File: config.mk
export PLATFORM = sky130hd
export DESIGN_NAME = uart_tx_arbiter
export DESIGN_NICKNAME = d
export VERILOG_FILES = /design/src/rtl/uart_tx_arbiter_pkg.sv /design/src/rtl/uart_tx_arbiter_rr_pick.sv /design/src/rtl/uart_tx_arbiter.sv
export SDC_FILE = /design/constraint.sdc
export NUM_CORES = 1
export LEC_CHECK = 0
export BUFFER_PORTS_ARGS = -buffer_cell sky130_fd_sc_hd__buf_2
export CORE_MARGIN = 4
export CORE_UTILIZATION = 45
export DETAILED_ROUTE_END_ITERATION = 10
export PLACE_DENSITY = 0.8
export SYNTH_ARGS = -nofsm -noshare
export SYNTH_HDL_FRONTEND = slang
export SYNTH_SLANG_ARGS = --single-unit
File: constraint.sdc
create_clock -name sys_clk -period 1.9 [get_ports sys_clk]
set_input_delay 0.475 -clock sys_clk [delete_from_list [all_inputs] [get_ports sys_clk]]
set_output_delay 0.475 -clock sys_clk [all_outputs]
set_load 0.05 [all_outputs]
File: src/rtl/uart_tx_arbiter_pkg.sv
// Shared types and constants for the UART transmit arbiter.
package uart_tx_arbiter_pkg;

   typedef enum logic [1:0] {
      S_IDLE = 2'd0,
      S_OWN  = 2'd1,
      S_HOLD = 2'd2,
      S_WAIT = 2'd3
   } arb_state_t;

   localparam logic [7:0] ASCII_CR = 8'd13;
   localparam logic [7:0] ASCII_LF = 8'd10;

endpackage

File: src/rtl/uart_tx_arbiter_rr_pick.sv
// Round-robin picker: first set request at or after i_start, wrapping.
module uart_tx_arbiter_rr_pick #(
   parameter int N_REQ = 2,
   parameter int IW    = $clog2(N_REQ)
) (
   input  logic [N_REQ-1:0] i_req,
   input  logic [IW-1:0]    i_start,
   output logic [N_REQ-1:0] o_win,
   output logic [IW-1:0]    o_idx,
   output logic             o_valid
);

   always_comb begin
      int j;
      j       = 0;
      o_win   = '0;
      o_idx   = '0;
      o_valid = 1'b0;
      for (int k = 0; k < N_REQ; k++) begin
         j = int'(i_start) + k;
         if (j >= N_REQ) j = j - N_REQ;
         if (!o_valid && i_req[j]) begin
            o_valid  = 1'b1;
            o_win[j] = 1'b1;
            o_idx    = IW'(j);
         end
      end
   end

endmodule

File: src/rtl/uart_tx_arbiter.sv
// Shares one UART transmit byte port between N_REQ producers, one message
// per grant, round-robin, with a per-producer busy view.
module uart_tx_arbiter
   import uart_tx_arbiter_pkg::*;
#(
   parameter int         N_REQ        = 2,
   parameter logic [7:0] EOM_BYTE     = ASCII_LF,
   parameter int         IDLE_TIMEOUT = 1023,
   parameter int         HOLD_CYC     = 2
) (
   input  logic               sys_clk,
   input  logic               sys_rst_n,
   input  logic [N_REQ-1:0]   req_in,
   input  logic [N_REQ*8-1:0] data_in,
   input  logic [N_REQ-1:0]   data_in_en,
   output logic [N_REQ-1:0]   busy_out,
   output logic [N_REQ-1:0]   grant_out,
   output logic [7:0]         tx_data_out,
   output logic               tx_data_out_en,
   input  logic               tx_busy_in,
   output logic               drop_out
);

   localparam int IW = $clog2(N_REQ);
   localparam int SW = $clog2(IDLE_TIMEOUT + 1);
   localparam int HW = (HOLD_CYC > 1) ? $clog2(HOLD_CYC) : 1;

   arb_state_t       r_state;
   logic [N_REQ-1:0] r_grant, r_busy;
   logic [IW-1:0]    r_owner, r_rr;
   logic [7:0]       r_tx_data;
   logic             r_tx_en, r_drop, r_last_eom, r_rel_pend;
   logic [SW-1:0]    r_sil;
   logic [HW-1:0]    r_hold;

   logic [N_REQ-1:0] w_win;
   logic [IW-1:0]    w_win_idx, w_rr_next;
   logic             w_win_vld, w_own_en, w_own_req, w_accept, w_sil_hit, w_release, w_drop;
   logic [7:0]       w_own_byte;

   uart_tx_arbiter_rr_pick #(.N_REQ(N_REQ), .IW(IW)) u_pick (
      .i_req   (req_in),
      .i_start (r_rr),
      .o_win   (w_win),
      .o_idx   (w_win_idx),
      .o_valid (w_win_vld)
   );

   assign w_own_en   = data_in_en[r_owner];
   assign w_own_req  = req_in[r_owner];
   assign w_own_byte = data_in[{r_owner, 3'b000} +: 8];
   assign w_accept   = (r_state == S_OWN) && w_own_en && !r_busy[r_owner];
   assign w_sil_hit  = !w_own_en && !tx_busy_in && (r_sil == SW'(IDLE_TIMEOUT - 1));
   assign w_rr_next  = (r_owner == IW'(N_REQ - 1)) ? '0 : r_owner + 1'b1;

   // Any strobe other than the one accepted byte is discarded.
   assign w_drop = |(data_in_en & ~({N_REQ{w_accept}} & r_grant));

   // A byte strobed together with req fall still goes out; release then waits in S_WAIT.
   assign w_release = ((r_state == S_OWN) && !w_accept && (!w_own_req || w_sil_hit)) ||
                      ((r_state == S_WAIT) && !tx_busy_in && (r_last_eom || r_rel_pend));

   always_ff @(posedge sys_clk) begin
      if (!sys_rst_n) begin
         r_state    <= S_IDLE;
         r_grant    <= '0;
         r_busy     <= '1;
         r_owner    <= '0;
         r_rr       <= '0;
         r_tx_data  <= '0;
         r_tx_en    <= 1'b0;
         r_drop     <= 1'b0;
         r_last_eom <= 1'b0;
         r_rel_pend <= 1'b0;
         r_sil      <= '0;
         r_hold     <= '0;
      end else begin
         r_tx_en <= 1'b0;
         r_drop  <= w_drop;
         if (w_release) begin
            r_state <= S_IDLE;
            r_grant <= '0;
            r_busy  <= '1;
            r_rr    <= w_rr_next;
         end else begin
            case (r_state)
               S_IDLE: if (w_win_vld) begin
                  r_grant    <= w_win;
                  r_owner    <= w_win_idx;
                  r_busy     <= ~w_win | {N_REQ{tx_busy_in}};
                  r_sil      <= '0;
                  r_rel_pend <= 1'b0;
                  r_state    <= S_OWN;
               end
               S_OWN: if (w_accept) begin
                  r_tx_data  <= w_own_byte;
                  r_tx_en    <= 1'b1;
                  r_busy     <= '1;
                  r_last_eom <= (w_own_byte == EOM_BYTE);
                  r_rel_pend <= !w_own_req;
                  r_sil      <= '0;
                  r_hold     <= '0;
                  r_state    <= S_HOLD;
               end else begin
                  r_busy <= ~r_grant | {N_REQ{tx_busy_in}};
                  if (w_own_en)         r_sil <= '0;
                  else if (!tx_busy_in) r_sil <= r_sil + 1'b1;
               end
               // Covers the transmitter's own latency before its busy rises.
               S_HOLD: if (r_hold == HW'(HOLD_CYC - 1)) r_state <= S_WAIT;
                       else r_hold <= r_hold + 1'b1;
               S_WAIT: if (!tx_busy_in) begin
                  r_busy  <= ~r_grant;
                  r_state <= S_OWN;
               end
               default: r_state <= S_IDLE;
            endcase
         end
      end
   end

   assign busy_out       = r_busy;
   assign grant_out      = r_grant;
   assign tx_data_out    = r_tx_data;
   assign tx_data_out_en = r_tx_en;
   assign drop_out       = r_drop;

endmodule

## Word-level counts from Yosys, hierarchy flattened

Cells that the tools add are included.
Widths: inputs -> output; s select.

| storage, ports and cells | value |
|---|---|
| input port bits | 23 |
| output and inout port bits | 14 |
| logic and storage cells | 128 |
| flip-flop bits (word level) | 31 |

| cells by class | value |
|---|---|
| bitwise operators | 11 |
| equal/unequal tests | 10 |
| $add $sub $neg | 6 |
| magnitude comparators | 7 |
| reductions and logical operators | 35 |
| shift-type cells | 1 |
| muxes and demuxes | 46 |

Operators with widths:

| kind | number |
|---|---|
| $ge 32x1->1 const B | 2 |
| $lt 32x3->1 const B | 2 |
| $mux 32 | 2 |
| $mux 10 | 4 |
| $ge 32x3->1 const B | 1 |
| $sub 32x3->32 const B | 1 |
| $mux 1 | 24 |
| $pmux 10 s2 | 1 |
| $mux 2 | 9 |
| $shiftx 16x5->8 | 1 |
| $reduce_and 3->1 | 4 |
| $reduce_and 4->1 | 3 |
| $logic_and 1x1->1 | 11 |
| $add 10x1->10 const B | 1 |
| $eq 10x10->1 const B | 1 |
| $eq 8x4->1 const B | 1 |
| $pmux 2 s4 | 1 |
| $logic_not 1->1 | 6 |
| $ne 2x2->1 const B | 3 |
| $not 2->2 | 3 |
| $or 2x2->2 | 3 |
| $pmux 2 s3 | 1 |
| $and 2x2->2 | 2 |
| $eq 2x2->1 const B | 2 |
| other kinds (18) | 27 |

## Longest topological paths before layout

| logic depth | value |
|---|---|
| depth in word-level cells | 13 |
| gate-level depth with buffers | 9 |
| mapped depth without buffers | 7 |

## Cells and area by module

A second synthesis with hierarchy kept.

| unflattened totals | value |
|---|---|
| cell total of the unflattened synthesis | 206 |
| area total of the unflattened synthesis | 1813.0 um2 |

By module, submodules not included:

| module | cells each | area an instance (um2) | instances |
|---|---|---|---|
| uart_tx_arbiter | 201 | 1780.5 | 1 |
| uart_tx_arbiter_rr_pick | 5 | 32.5 | 1 |

## Worst setup path after synthesis

OpenSTA, ideal clock, no wires.

| path | value |
|---|---|
| kind | reg-to-reg |
| start point | register r_state[0] |
| end point | register r_sil[7] |
| buffers on the path | 1 |
| stages on the path, launching flop included | 8 |
| period minus slack after synthesis | 2014 ps |
| slack | -114 ps |
| library setup time | 116 ps |
| data arrival time | 1898 ps |
| cell sequence | dfxtp_1 -> inv_1 -> ha_1 -> nor3b_1 -> a311o_1 -> buf_2 -> nor4_1 -> a31o_2 |

| between the ends | value |
|---|---|
| word-level cells in the longest chain between the ends | 9 |
| elaborated cells on any way between the ends | 18 |
| classes of those cells | 4 x eq/ne; 2 x mux; 1 x bitwise; 11 x reduce/logical |

RTL lines:

| item | RTL line | text |
|---|---|---|
| start: declaration | uart_tx_arbiter.sv:28 | `arb_state_t r_state;` |
| start signal: assignment | uart_tx_arbiter.sv:65 | `r_state <= S_IDLE;` |
| start signal: assignment | uart_tx_arbiter.sv:81 | `r_state <= S_IDLE;` |
| start signal: assignment | uart_tx_arbiter.sv:93 | `r_state <= S_OWN;` |
| $eq 2x1->1 | uart_tx_arbiter.sv:52, uart_tx_arbiter.sv:60, uart_tx_arbiter.sv:86 |  |
| $logic_and 1x1->1 (2 in a row) | uart_tx_arbiter.sv:52 | `assign w_accept = (r_state == S_OWN) && w_own_en && !r_busy[r_owner];` |
| $logic_not 1->1 | uart_tx_arbiter.sv:60 | `assign w_release = ((r_state == S_OWN) && !w_accept && (!w_own_req \|\| w_sil_hit)) \|\|` |
| $logic_and 1x1->1 (2 in a row) | uart_tx_arbiter.sv:60 |  |
| $logic_or 1x1->1 | uart_tx_arbiter.sv:60 |  |
| $not 1->1 (no line) | - |  |
| $reduce_and 4->1 (no line) | - |  |
| end signal: assignment | uart_tx_arbiter.sv:107 | `else if (!tx_busy_in) r_sil <= r_sil + 1'b1;` |
| end: declaration | uart_tx_arbiter.sv:33 | `logic [SW-1:0] r_sil;` |

Parallel ways exist; a longest one is shown, timed or not.
A chain may end at the register's enable or synchronous reset.

## Final worst setup path

| path | value |
|---|---|
| start point | register r_state[0] |
| end point | register r_state[0] |

| between the ends | value |
|---|---|
| word-level cells in the longest chain between the ends | 8 |
| elaborated cells on any way between the ends | 19 |
| classes of those cells | 7 x eq/ne; 1 x mux; 11 x reduce/logical |

RTL lines:

| item | RTL line |
|---|---|
| $eq 2x1->1 | uart_tx_arbiter.sv:52, uart_tx_arbiter.sv:60, uart_tx_arbiter.sv:86 |
| $logic_and 1x1->1 (2 in a row) | uart_tx_arbiter.sv:52 |
| $logic_not 1->1 | uart_tx_arbiter.sv:60 |
| $logic_and 1x1->1 (2 in a row) | uart_tx_arbiter.sv:60 |
| $logic_or 1x1->1 | uart_tx_arbiter.sv:60 |
| $reduce_or 2->1 (no line) | - |

Parallel ways exist; a longest one is shown, timed or not.

==> metrics.txt <==
count of nets after finishing 282; residual DRC count 0; clock sink count 31; maximum number of buffers from clock root to sink 2; share of post-route cells with drive strength above 1 33.6%; post-synth design cell area 1770 um2; number of enable-type register cells in the synthesized netlist 0; starting utilization of the core area 47.3%; floorplan die area 5000 um2; Buffers on Ports 36; count of final setup violators 0; wire length of the first global-routing pass 6.94 mm; path type of the worst min-delay path reg2reg; vias after detailed routing 1669; power density over cell area 1130 nW/um2; mean post-synth cell area 9.13 um2; skew final 0.00486 ns; CTS tree built; die boundary height 70.7 um; Synth Warn # 0; element type at the critical path end flop; relative slew slack 68.4%; TritonRoute pass-1 iters 4; Worst-Skew Late Latency 0.28 ns; synthesized net count 224; fin crit share 96.0%; share of total power consumed by net switching 39.0%; part of the Yosys area used for sequential elements 35.0%; total grt overflow 0; H-Tree Depth 2; reported leakage power 0.00109 uW; Yosys cell types 50; Fmax 548 MHz; initial antenna violation count 0; Final Hold Fails 0; post-DP HPWL 3.20 mm; drt wl/cell 14.3 um; number of cell rows 22; width of the chip 70.7 um; Num CTS Buffers 5; drt first-iter violations 193; worst slack, placed -0.0824 ns; Layout area overhead 27.5%; hold_sp r_sil[5]; top cell type by total area after synthesis sky130_fd_sc_hd__dfxtp_1; Primary FF master, synth sky130_fd_sc_hd__dfxtp_1; Layout Cells excl Fill 301; Ant. Diodes 0; vias per std cell 5.54; share of the synthesized area in the top cell type 35.0%; largest driver fanout on the critical path 5; Yosys reg bits 31; cell internal power dissipation 1560 uW; count leader, synth sky130_fd_sc_hd__dfxtp_1; via count of the first global-routing pass 1505; final routed wirelength across all metal layers 4.29 mm; clock root buffer sky130_fd_sc_hd__clkbuf_8; Data required, critical path 2.08 ns; WP data arrival 2.00 ns; category of the most critical setup path reg2reg; Floorplan Core Area 3740 um2; num ports 37; Worst Tran Pin Value 0.470 ns; number of placed cells counting well taps 292; net load switching power 993 uW; Cells after Synth 194; leading post-synthesis cells by cell area sky130_fd_sc_hd__dfxtp_1 35%, sky130_fd_sc_hd__mux2i_1 7.3%, sky130_fd_sc_hd__o211a_1 5.6%, sky130_fd_sc_hd__ha_1 4.9%, sky130_fd_sc_hd__a31oi_1 4.6%; post-route minimum period 1.82 ns; global routing usage summed across all routing layers 17.1%; run status complete, no violations; Post-synth top cells 31 x sky130_fd_sc_hd__dfxtp_1, 20 x sky130_fd_sc_hd__nand2_1, 13 x sky130_fd_sc_hd__a31oi_1, 13 x sky130_fd_sc_hd__mux2i_1, 10 x sky130_fd_sc_hd__o211a_1; Post-synth ARST share 0%; largest net degree at the start of global routing 27; Critical Path Source r_state[0]; fraction of power consumed by sequential logic 31.0%; number of nets with antenna violations after detailed routing 0; Slew Limit Fails 0; crit start category flop; Comb pwr share 49.8%; Final Wtd Congestion 0.806; Reg2Reg Launch Point r_state[0]; peak ir drop on the vdd network 0.631 mV; CTS Hold Bufs 0; Clk pwr share 19.2%; max-capacitance violation count 0; clock input transition at the sequential cells of the worst setup and hold paths 0.06 ns; total negative slack for setup checks 0 ns; final worst slack 0.0752 ns
[final cells by class]
type	count	area (um2)
Clock buffer	7	76.3
Clock inverter	1	5.00
Fill cell	337	1480
Inverter	7	26.3
Multi-Input combinational cell	146	1100
Sequential cell	31	623
Tap cell	48	60.1
Timing Repair Buffer	61	368
[timing repair]
action                                  4_1_cts  5_1_grt
buffers inserted                              0        1
endpoints found under the setup margin        1       18
hold endpoints to repair                      0        0
gates cloned                                  0        0
resized for setup                             1        6
pin swaps                                     0        2
[routing by layer]
metal	share of wire, %	routed length [um]	track usage [%]	up-vias
met1	47	2030	24.2	782
met3	4.6	199	4.26	5
met5	0	0	0	-
met4	1.6	69	6.47	0
met2	46	1990	24.8	35
li1	-	-	-	847
[final timing paths]
kind,endpoint,slack [ns],cells after the start
max,r_state[0],0.08,7
min reg2reg,r_sil[5],0.49,1
min,r_sil[5],0.49,1
max reg2reg,r_state[0],0.08,7
[cell families (layout without fill, tap and decap cells)]
logic type,count (synthesis),count (layout),share of synthesized area [%]
simple gates,70,70,22.4
compound gates,55,55,25.0
flops,31,31,35.0
buf+inv,17,76,4.66
mux,14,14,7.98
fa+ha+maj,7,7,4.94
[flip-flops by register name, summed over array words and instances, names as in the netlist, 2 cells and up]
register	cells
busy_out	2
grant_out	2
r_sil	10
tx_data_out	8
r_state	2
[cell usage in the layout, fill, tap and decap left out, types with 5 or more instances in the layout]
cell type | netlist | layout
sky130_fd_sc_hd__and3_1 | 8 | 8
sky130_fd_sc_hd__o21ai_0 | 5 | 5
sky130_fd_sc_hd__inv_1 | 7 | 7
sky130_fd_sc_hd__a31oi_1 | 13 | 13
sky130_fd_sc_hd__nand2b_1 | 7 | 7
sky130_fd_sc_hd__dfxtp_1 | 31 | 29
sky130_fd_sc_hd__o211a_1 | 10 | 10
sky130_fd_sc_hd__buf_4 | 0 | 25
sky130_fd_sc_hd__nor3_1 | 5 | 5
sky130_fd_sc_hd__nor2_1 | 7 | 7
sky130_fd_sc_hd__ha_1 | 7 | 6
sky130_fd_sc_hd__buf_2 | 3 | 36
sky130_fd_sc_hd__nand2_1 | 20 | 20
sky130_fd_sc_hd__clkbuf_8 | 0 | 5
sky130_fd_sc_hd__mux2i_1 | 13 | 13
[power by group through the flow]
| stage | clock [uW] | sequential (uW) | combinational, uW |
|---|---|---|---|
| 3_5_place_dp | 0 | 798 | 1180 |
| 3_3_place_gp | 0 | 793 | 1160 |
| 6_report | 489 | 790 | 1270 |
| 5_1_grt | 535 | 794 | 1380 |
| 4_1_cts | 502 | 785 | 1200 |
| 2_1_floorplan | 0 | 882 | 722 |
[critical path, cell delays in order, from the launching register on]
cell	delay [ns]
sky130_fd_sc_hd__dfxtp_2	0.37
sky130_fd_sc_hd__inv_1	0.07
sky130_fd_sc_hd__ha_1	0.20
sky130_fd_sc_hd__nor3b_2	0.17
sky130_fd_sc_hd__buf_4	0.16
sky130_fd_sc_hd__a2111oi_4	0.40
sky130_fd_sc_hd__nor2_1	0.09
sky130_fd_sc_hd__a211oi_1	0.25
[metrics by stage]
stage	power [uW]	area [um2]	hold slack (ns)	utilization, %
detailed placement	1980	2140	0.477	57.2
floorplan	1600	1780	0.443	-
global route	2710	2260	0.515	60.4
global placement	1950	2140	0.461	57.2
finish	2550	2260	0.490	60.4
CTS	2490	2220	0.487	59.4
Power figures use the tool's default switching activity.
